==> src/rtl/deser_pkg.sv <==
// Purpose : shared definitions for the serial-to-parallel deserializer.
// Latency : n/a (types, constants and a width helper only).
// Backpressure: n/a.
// Contents: FSM state encoding (COLLECT/HOLD) and the bit-counter width helper.
package deser_pkg;

    // Controller states; out_valid is simply "state == HOLD".
    localparam logic [0:0] COLLECT = 1'b0;
    localparam logic [0:0] HOLD    = 1'b1;

    // Counter width able to represent 0..width.
    function automatic int deser_cw(input int width);
        return $clog2(width + 1);
    endfunction

endpackage

==> src/rtl/right_shift_register_base.sv <==
// Purpose : WIDTH-bit right shift register; the new bit enters at the MSB.
// Latency : out_data reflects a shift one cycle after the shift is sampled.
// Backpressure: none; holds its contents whenever shift=0.
// Ports   : in_bit (serial in), clk, shift (enable), reset (sync, active-high),
//           out_data (parallel contents, first-shifted bit ends up at bit 0).
module right_shift_register_base #(
    parameter int WIDTH = 8
) (
    input  logic             in_bit,
    input  logic             clk,
    input  logic             shift,
    input  logic             reset,
    output logic [WIDTH-1:0] out_data
);

    logic [WIDTH-1:0] r_data;

    always_ff @(posedge clk) begin
        if (reset) begin
            r_data <= '0;
        end else if (shift) begin
            r_data <= {in_bit, r_data[WIDTH-1:1]};
        end
    end

    assign out_data = r_data;

endmodule

==> src/rtl/deserializer_ctrl.sv <==
// Purpose : assembles a serial bit stream into WIDTH-bit words with valid/ready on both sides.
// Latency : out_valid rises one cycle after the WIDTH-th accepted bit.
// Backpressure: in_ready = !out_valid || out_ready; a held word stalls input until consumed.
// Ports   : clk, reset (sync, active-high); in_bit/in_valid/in_ready serial side;
//           frame_start word resync; out_data/out_valid/out_ready parallel side;
//           bit_count bits collected toward the current word.
module deserializer_ctrl
    import deser_pkg::*;
#(
    parameter int WIDTH = 8,
    parameter int CW    = deser_cw(WIDTH)
) (
    input  logic             clk,
    input  logic             reset,
    input  logic             in_bit,
    input  logic             in_valid,
    output logic             in_ready,
    input  logic             frame_start,
    output logic [WIDTH-1:0] out_data,
    output logic             out_valid,
    input  logic             out_ready,
    output logic [CW-1:0]    bit_count
);

    localparam logic [CW-1:0] CNT_LAST = CW'(WIDTH - 1);
    localparam logic [CW-1:0] CNT_ONE  = CW'(1);

    logic [0:0]    r_state;
    logic [CW-1:0] r_bit_count;
    logic          w_shift;

    assign out_valid = (r_state == HOLD);
    assign in_ready  = !out_valid || out_ready;
    assign w_shift   = in_valid && in_ready;
    assign bit_count = r_bit_count;

    // Datapath: the shift register needs no knowledge of word boundaries;
    // completion is decided purely by the counter below, so stale bits left
    // by a frame_start resync are pushed out by the next WIDTH shifts.
    right_shift_register_base #(
        .WIDTH (WIDTH)
    ) u_sreg (
        .in_bit   (in_bit),
        .clk      (clk),
        .shift    (w_shift),
        .reset    (reset),
        .out_data (out_data)
    );

    always_ff @(posedge clk) begin
        if (reset) begin
            r_state     <= COLLECT;
            r_bit_count <= '0;
        end else if (r_state == COLLECT) begin
            if (w_shift) begin
                if (frame_start) begin
                    // This bit starts a fresh word; the partial word is dropped.
                    r_bit_count <= CNT_ONE;
                end else if (r_bit_count == CNT_LAST) begin
                    r_bit_count <= '0;
                    r_state     <= HOLD;
                end else begin
                    r_bit_count <= r_bit_count + CNT_ONE;
                end
            end else if (frame_start) begin
                r_bit_count <= '0;
            end
        end else begin
            // HOLD: frame_start is ignored so a finished word is never lost.
            // A shift here can only happen when out_ready=1, i.e. the word is
            // consumed and the incoming bit becomes bit 0 of the next word.
            if (out_ready) begin
                r_state     <= COLLECT;
                r_bit_count <= w_shift ? CNT_ONE : '0;
            end
        end
    end

endmodule

==> config.mk <==
export PLATFORM = sky130hd
export DESIGN_NAME = deserializer_ctrl
export DESIGN_NICKNAME = d
export VERILOG_FILES = /design/src/rtl/deser_pkg.sv /design/src/rtl/right_shift_register_base.sv /design/src/rtl/deserializer_ctrl.sv
export SDC_FILE = /design/constraint.sdc
export NUM_CORES = 1
export LEC_CHECK = 0
export ABC_CLOCK_PERIOD_IN_PS = 1800
export BUFFER_PORTS_ARGS = -buffer_cell sky130_fd_sc_hd__buf_2
export CAP_MARGIN = 20
export CORE_MARGIN = 1.5
export CORE_UTILIZATION = 27
export CTS_CLUSTER_SIZE = 30
export DETAILED_ROUTE_END_ITERATION = 7
export HOLD_SLACK_MARGIN = 0.1
export PLACE_DENSITY = 0.57
export SYNTH_ARGS = -nofsm -noshare
export SYNTH_HDL_FRONTEND = slang
export SYNTH_SLANG_ARGS = --single-unit
==> constraint.sdc <==
create_clock -name clk -period 1.8 [get_ports clk]
set_clock_uncertainty 0.15 [all_clocks]
set_input_delay 0.36 -clock clk [delete_from_list [all_inputs] [get_ports clk]]
set_output_delay 0.36 -clock clk [all_outputs]
set_load 0.02 [all_outputs]
## Word-level counts from Yosys, hierarchy flattened

Index checks and enable logic that the tools add are counted.

| cells by class | value |
|---|---|
| $add $sub $neg | 1 |
| eq/ne operators | 2 |
| mux-type cells | 12 |
| reduce and logical (&&, ||, !) cells | 5 |

Operator list:

| operator | number |
|---|---|
| $mux 4 | 6 |
| $mux 1 | 6 |
| $add 4x1->4 const B | 1 |
| $eq 4x3->1 const B | 1 |
| $reduce_bool 3->1 | 1 |
| $ne 2x2->1 const B | 1 |
| $reduce_and 2->1 | 1 |
| $logic_and 1x1->1 | 1 |
| $logic_not 1->1 | 1 |
| $logic_or 1x1->1 | 1 |

| word-level totals | value |
|---|---|
| flip-flop bits (word level) | 13 |
| output and inout bits | 14 |

## Depth between registers and ports, before layout

Gate-level depths: netlist of run 1.

| depth | value |
|---|---|
| depth in word-level cells | 6 |
| depth in mapped cells | 5 |
| mapped depth without buffers | 4 |

## Modules after synthesis

A second synthesis of run 1 with hierarchy kept.

| second synthesis, totals | value |
|---|---|
| cell total of the unflattened synthesis | 57 |
| area, all modules | 563.0 µm² |

Modules (own cells, without submodules):

| module | instances | cells an instance | area an instance (µm²) |
|---|---|---|---|
| right_shift_register_base | 1 | 26 | 285.3 |
| deserializer_ctrl | 1 | 31 | 277.8 |

## Least setup slack after synthesis of run 1

Ideal clock, no wire load.

| timing | value |
|---|---|
| path kind | register to register |
| from | register r_bit_count[0], in the netlist bit_count[0] |
| to | register r_bit_count[0], in the netlist bit_count[0] |
| setup time | 0.074 ns |
| arrival time | 1.344 ns |
| path slack | 0.232 ns |
| cell stages (with the launch flop) | 5 |
| buffers on the path | 0 |
| cell sequence | dfxtp_1 > ha_1 > and3b_1 > or4_1 > a31oi_1 |

| on the way | value |
|---|---|
| word-level cells in the longest chain between the ends | 5 |
| elaborated cells between the ends (all ways) | 6 |
| classes of those cells | add/sub: 1; eq/ne: 1; mux: 4 |

Ends and longest elaborated chain:

| element | line | RTL |
|---|---|---|
| start, declared | deserializer_ctrl.sv:29 | `logic [CW-1:0] r_bit_count;` |
| start signal, assigned | deserializer_ctrl.sv:63 | `r_bit_count <= r_bit_count + CNT_ONE;` |
| start signal, assigned | deserializer_ctrl.sv:74 | `r_bit_count <= w_shift ? CNT_ONE : '0;` |
| $add 4x1->4 / $eq 4x3->1 (equally long branches) | deserializer_ctrl.sv:63, deserializer_ctrl.sv:59 |  |
| $mux 4 (*) | deserializer_ctrl.sv:59 | `end else if (r_bit_count == CNT_LAST) begin` |
| $mux 4 (*) | deserializer_ctrl.sv:56 | `if (frame_start) begin` |
| $mux 4 (*) | deserializer_ctrl.sv:55 | `if (w_shift) begin` |
| $mux 4 (*) | deserializer_ctrl.sv:54 | `end else if (r_state == COLLECT) begin` |

Every way passes the cells marked *; elsewhere a longest branch is shown, timed or not.
A chain may end at the register's enable or synchronous reset.

## Final worst setup path of run 1

| timing | value |
|---|---|
| from | register r_state, in the netlist out_valid |
| to | output in_ready |

| on the way | value |
|---|---|
| word-level cells in the longest chain between the ends | 2 |

Ends and longest elaborated chain:

| element | line | RTL |
|---|---|---|
| start, declared | deserializer_ctrl.sv:28 | `logic [0:0] r_state;` |
| start signal, assigned | deserializer_ctrl.sv:52 | `r_state <= COLLECT;` |
| start signal, assigned | deserializer_ctrl.sv:61 | `r_state <= HOLD;` |
| start signal, assigned | deserializer_ctrl.sv:73 | `r_state <= COLLECT;` |
| $logic_not 1->1 | deserializer_ctrl.sv:33 | `assign in_ready = !out_valid \|\| out_ready;` |
| $logic_or 1x1->1 | deserializer_ctrl.sv:33 |  |
| end, declared | deserializer_ctrl.sv:17 | `output logic in_ready,` |

Every way passes these cells.

==> results.yml, run 1 <==
sta:
  timing.final.crit_share: 0.930
  fin_hold_ws_ns: 0.178
  setup_ws_ns: 0.127
  worst_pin_slew_ns: 0.398
  finalMaxSlewViolations: 0
  final-setup-viol-count: 0
  fin_setup_tns_ns: 0
  rsz0062_at_grt: "false"
  finalCriticalPeriod_ns: 1.67
  clock.fmax_mhz: 598
  finalHoldViolCount: 0
  slew_headroom: 0.733
yosys:
  yosysTopAreaCell: "dfxtp_1"
  yosysSeqAreaShare: 0.456
  synth.area.top_cells: "dfxtp_1 46%, a21oi_1 9.6%, nand3_1 9.6%"
  ys_types: 23
  yosysTopAreaCellShare: 0.456
  synth_nets: 75
  syn-cell-area_um2: 571
  syn_area_per_cell_um2: 8.39
  ys_ff_latch: 13
  syn_inst: 68
  yosysWarningCount: 0
layout:
  antennaDiodeCount: 0
  final_cell_area_um2: 722
  final_core_util: 0.364
  final_common_cell: "buf_2"
  drive_above_1_share: 0.326
  layout_common_cells: "19 x buf_2, 13 x dfxtp_1, 11 x nand3_1, 11 x a21oi_1, 9 x o21ai_0"
  n_fill_cell: 224
  syn_to_final_growth_pct: 26.5
  nets: 97
cts:
  postCtsSetupRepairBufs: 0
  clk_pin_slew_ns: 0.09
  clock_sinks: 13
  clock_latency_ns: 0.27
  cts_tree: "yes"
  h-tree-depth: 1
  cts-root-buf: "clkbuf_4"
  cts_buffer_depth: 2
  cts_buffers: 3
die:
  die_h_um: 49.0
  fp.dieW_um: 49.0
  rows: 16
  boundaryPins: 20
  die_area_mm2: 0.00240
  core-area_mm2: 0.00198
  start_util: 0.288
detailed_routing:
  wl_met2_um: 552
  wirelength_mm: 1.30
  wl_met1_um: 667
  ant_nets: 0
  wl_per_cell_um: 11.2
  highest_layer: "met3"
  met3WireLength_um: 79
  viasPerCell: 4.93
  drcViolationCount: 0
  firstDrtPassIters: 4
  vias: 572
  drtIter0Drc: 14
global_routing:
  grt_max_degree: 14
  grt_pass1_vias: 482
  antenna_found_initial: 0
  grt_first_pass_wirelength_mm: 2.17
  overflow: 0
  grt_usage: 0.118
worst_setup_path:
  start_kind: "flop"
  worstPathArrival_ns: 1.16
  crit_path_end: "in_ready"
  critical_path.startpoint: "out_valid"
  reg2reg_to: "bit_count[0]"
  r2r_slack_ns: 0.22
  cp_max_fo: 7
  reg2reg_from: "bit_count[0]"
  crit_path_end_kind: "primary output"
  worstSetupPathType: "reg -> out"
  ff2ff_path_depth: 4
  critPathRequiredTime_ns: 1.29
pwr:
  p_clk_frac: 0.345
  ir_worst_vdd_mv: 0.467
  p_int_mw: 0.391
  seqPwrFrac: 0.567
  power_density_mw_per_mm2: 725
  leakagePower_nw: 0.299
  power_switching_mw: 0.132
  switching_share: 0.252
  combinationalPowerShare: 0.089
place:
  gp_congestion: 0.712
  postPlaceCellArea_um2: 694
  post-place-ws_ns: 0.239
  hpwlAfterDp_um: 955
  port_buffers: 19
worst_hold_path:
  min_path_cells: 3
  holdCritPathClass: "in -> reg"
outcome:
  status: "complete, no violations"
flow_run:
  maxCapViolations: 0
-- state kept, by name, indices dropped and copies added, names as in the netlist --
name             count
bit_count            4
out_valid            1
u_sreg.out_data      8
-- synth_stat cells --
cell	count
a31oi_1	2
buf_1	1
dfxtp_1	13
a21oi_1	11
mux2_2	1
a311o_1	1
ha_1	1
o31ai_1	1
clkbuf_1	2
buf_6	1
inv_4	1
a311oi_1	1
inv_1	1
nor3_1	1
nor2b_1	1
or4_1	2
and3b_1	1
o21ai_0	9
nand2_1	3
nand3_1	11
o21ai_1	1
buf_2	1
nor2_1	1
-- how the worst min path moves through the flow --
stage                                  start                 end  slack, ns
final                                 in_bit  u_sreg.out_data[7]       0.18
after global routing                  in_bit  u_sreg.out_data[7]       0.18
after CTS                             in_bit  u_sreg.out_data[7]       0.18
after detailed placement  u_sreg.out_data[4]  u_sreg.out_data[3]       0.32
after global placement    u_sreg.out_data[0]  u_sreg.out_data[0]       0.31
after floorplan                        reset        bit_count[0]       0.28
-- critical path, stage by stage (launching register included) --
cell	delay [ns]
dfxtp_1	0.40
nor2b_1	0.21
inv_2	0.11
buf_2	0.17
-- metrics by stage --
step           power (mW)  std cells
4_1_cts             0.530        116
3_5_place_dp        0.350        112
5_1_grt             0.554        116
6_report            0.523        116
2_1_floorplan       0.334         68
3_3_place_gp        0.350        112
-- kinds of logic (layout without fill, tap and decap cells) --
group | count (synthesis) | after routing | synth area share
AOI/OAI and AO/OA | 26 | 26 | 0.252
and+or+nand+nor | 20 | 20 | 0.184
DFF | 13 | 13 | 0.456
buffers and inverters | 7 | 28 | 0.0658
adders and majority gates | 1 | 1 | 0.0219
muxes | 1 | 1 | 0.0197
-- power by group through the flow --
stage	logic (mW)	clock network (mW)	registers, mW
6_report	0.0464	0.180	0.297
5_1_grt	0.0513	0.205	0.298
4_1_cts	0.0467	0.187	0.297
3_5_place_dp	0.0464	0	0.303
3_3_place_gp	0.0463	0	0.303
2_1_floorplan	0.0248	0	0.309
-- layout make-up --
type | instances | area (um2) | share of cell area
Inverter | 2 | 10.0 | 0.0139
Timing Repair Buffer | 22 | 118 | 0.163
Tap cell | 27 | 33.8 | 0.0468
Clock buffer | 3 | 22.5 | 0.0312
Multi-Input combinational cell | 48 | 273 | 0.378
Sequential cell | 13 | 260 | 0.360
Clock inverter | 1 | 5.00 | 0.00693
-- timing repair --
action | 4_1_cts | 5_1_grt
gates resized for setup | 0 | 1
endpoints found under the setup margin | 0 | 1
hold buffers | 0 | 0
-- routing by layer --
| layer | global-route usage | vias up |
|---|---|---|
| met5 | 0 | - |
| met4 | 0.0143 | 0 |
| met3 | 0.0491 | 0 |
| met2 | 0.176 | 17 |
| met1 | 0.163 | 262 |
| li1 | - | 293 |
No activity file was read; power rests on OpenSTA's default activity.
==> run 2, diff against run 1 <==
ABC_CLOCK_PERIOD_IN_PS = 1500   (was 1800)
BUFFER_PORTS_ARGS = unset   (was -buffer_cell sky130_fd_sc_hd__buf_2)
DONT_BUFFER_PORTS = 1   (was unset)
PLACE_DENSITY = 0.51   (was 0.57)
REMOVE_ABC_BUFFERS = 1   (was unset)
clock period = 1.5 ns   (was 1.8 ns; I/O delays follow)
==> run 2 against run 1 <==
  * The flow now finishes with violations (negative hold slack, negative setup slack)
  * Worst setup slack got worse by 0.16 ns
  * First-iteration DRC count decreased by 50%
  * Die area unchanged
  * Sequential power increased by 22%
  * Power increased by 21%
  * Final area increased by 2.4%
  * Final cell count decreased by 7.8%
  * Sequential share of layout area decreased by 0.35 points
  * Critical path type is now reg -> reg
==> results.yml, run 2 (same netlist as run 1, synthesis figures left out) <==
detailed_routing:
  vias: 581
  drcViolationCount: 0
  drtIter0Drc: 7
  firstDrtPassIters: 4
  viasPerCell: 5.43
  wl_per_cell_um: 15.3
  wirelength_mm: 1.64
  ant_nets: 0
die:
  rows: 16
  boundaryPins: 20
  core-area_mm2: 0.00198
  die_h_um: 49.0
  start_util: 0.288
  fp.dieW_um: 49.0
  die_area_mm2: 0.00240
pwr:
  ir_worst_vdd_mv: 0.244
  leakagePower_nw: 0.263
  seqPwrFrac: 0.569
  p_clk_frac: 0.364
  power_density_mw_per_mm2: 859
  p_int_mw: 0.476
  power.total_mw: 0.636
  combinationalPowerShare: 0.067
  power_switching_mw: 0.160
  switching_share: 0.252
cts:
  clock_sinks: 13
  cts_buffers: 3
  cts_buffer_depth: 2
  clk_pin_slew_ns: 0.09
  cts-root-buf: "clkbuf_4"
  cts_tree: "yes"
  clock_latency_ns: 0.29
  h-tree-depth: 1
place:
  postPlaceCellArea_um2: 652
  hpwlAfterDp_mm: 1.03
  gp_congestion: 0.732
  port_buffers: 0
layout:
  nets: 88
  antennaDiodeCount: 0
  final_cell_area_um2: 739
  largest_reg_flops: 8
  drive_above_1_share: 0.325
  layout_common_cells: "12 x buf_4, 11 x nand3_1, 11 x a21oi_1, 10 x dfxtp_1, 9 x o21ai_0"
  final_common_cell: "buf_4"
  n_fill_cell: 201
  syn_to_final_growth_pct: 29.6
worst_hold_path:
  holdCritPathClass: "in -> reg"
worst_setup_path:
  crit_buf_inv: 0
  worstPathArrival_ns: 1.61
  cp_max_fo: 3
  cpMaxStageDelayCell: "or4_4"
  start_kind: "flop"
  max_stage_delay_ns: 0.42
  critPathRequiredTime_ns: 1.57
  worstSetupPathType: "reg -> reg"
  crit_path_end_kind: "flop"
  crit_family: "simple AND/OR/NAND/NOR gates"
  crit_chain: "ha_4, and3b_2, or4_4, a31oi_1"
global_routing:
  grt_usage: 0.136
  antenna_found_initial: 0
  grt_first_pass_wirelength_mm: 2.52
  overflow: 0
  grt_pass1_vias: 577
  grt_max_degree: 17
sta:
  rsz0062_at_grt: "true"
  final-setup-viol-count: 2
  finalCriticalPeriod_ns: 1.54
  slew_headroom: 0.781
  finalHoldViolCount: 12
  worst_pin_slew_ns: 0.325
  clock.fmax_mhz: 651
  finalMaxSlewViolations: 0
  fin_hold_ws_ns: -0.0904
  timing.final.crit_share: 1.02
  setup_ws_ns: -0.0361
outcome:
  violations: "negative hold slack, negative setup slack"
  status: "finished with violations"
flow_run:
  maxCapViolations: 0
==> run 2: cell types whose count changed in the layout (fill, tap and decap cells not counted), sizes merged <==
cell	previous run	this run
buf	22	13
clkbuf	3	4
clkinv	1	0
==> run 2: area by class of cell <==
type	count	area, um2	area share
repair buffers	13	101	0.137
flip-flops and latches	13	264	0.357
inverters	2	12.5	0.0169
well taps	27	33.8	0.0457
clock buffers	4	26.3	0.0355
multi-input cells	48	302	0.408
==> run 2: path summary, 6_finish.rpt <==
check | endpoint | depth (start not counted) | from | slack, ns
setup / recovery | bit_count[0] | 4 | bit_count[0] | -0.04
hold / removal | bit_count[0] | 1 | reset | -0.09
setup reg to reg | bit_count[0] | 4 | bit_count[0] | -0.04
hold reg to reg | bit_count[2] | 1 | bit_count[2] | 0.40
==> run 2: routing by layer <==
layer  vias up  wire length [um]  global-route usage
met5         -                 0                   0
met4         0                65               0.100
met3         8                94              0.0307
met2        18               832               0.231
met1       280               645               0.147
li1        275                 -                   -
==> run 2: power groups by stage <==
stage                     clock [mW]  sequential, mW  combinational [mW]
final                          0.231           0.362              0.0426
after global routing           0.247           0.363              0.0464
after CTS                      0.228           0.360              0.0363
after detailed placement           0           0.367              0.0354
after global placement             0           0.367              0.0355
after floorplan                    0           0.371              0.0184
==> run 2: worst reg2reg max path, delay by kind of cell, from the launching register on <==
kind | cells | cell delay [ns]
flops | 1 | 0.35
compound gates | 1 | 0.16
simple gates | 2 | 0.64
fa+ha+maj | 1 | 0.16
==> run 2: stage by stage <==
| step | hold WS (ns) | util | setup TNS (ns) | worst slack, ns | cells |
|---|---|---|---|---|---|
| floorplan | 0.219 | - | -3.47 | -0.476 | 63 |
| global placement | 0.220 | 0.329 | -0.0159 | -0.0159 | 100 |
| detailed placement | 0.222 | 0.329 | -0.0377 | -0.0197 | 100 |
| CTS | -0.0893 | 0.358 | -0.00769 | -0.00769 | 106 |
| global route | -0.0996 | 0.373 | -0.152 | -0.0548 | 107 |
| finish | -0.0904 | 0.373 | -0.0480 | -0.0361 | 107 |
==> run 2: what timing repair did <==
action | CTS | global route
setup endpoints to repair | 8 | 3
pin swaps | 0 | 0
endpoints found under the hold margin | 13 | 13
resized for setup | 7 | 6
setup buffers | 2 | 1
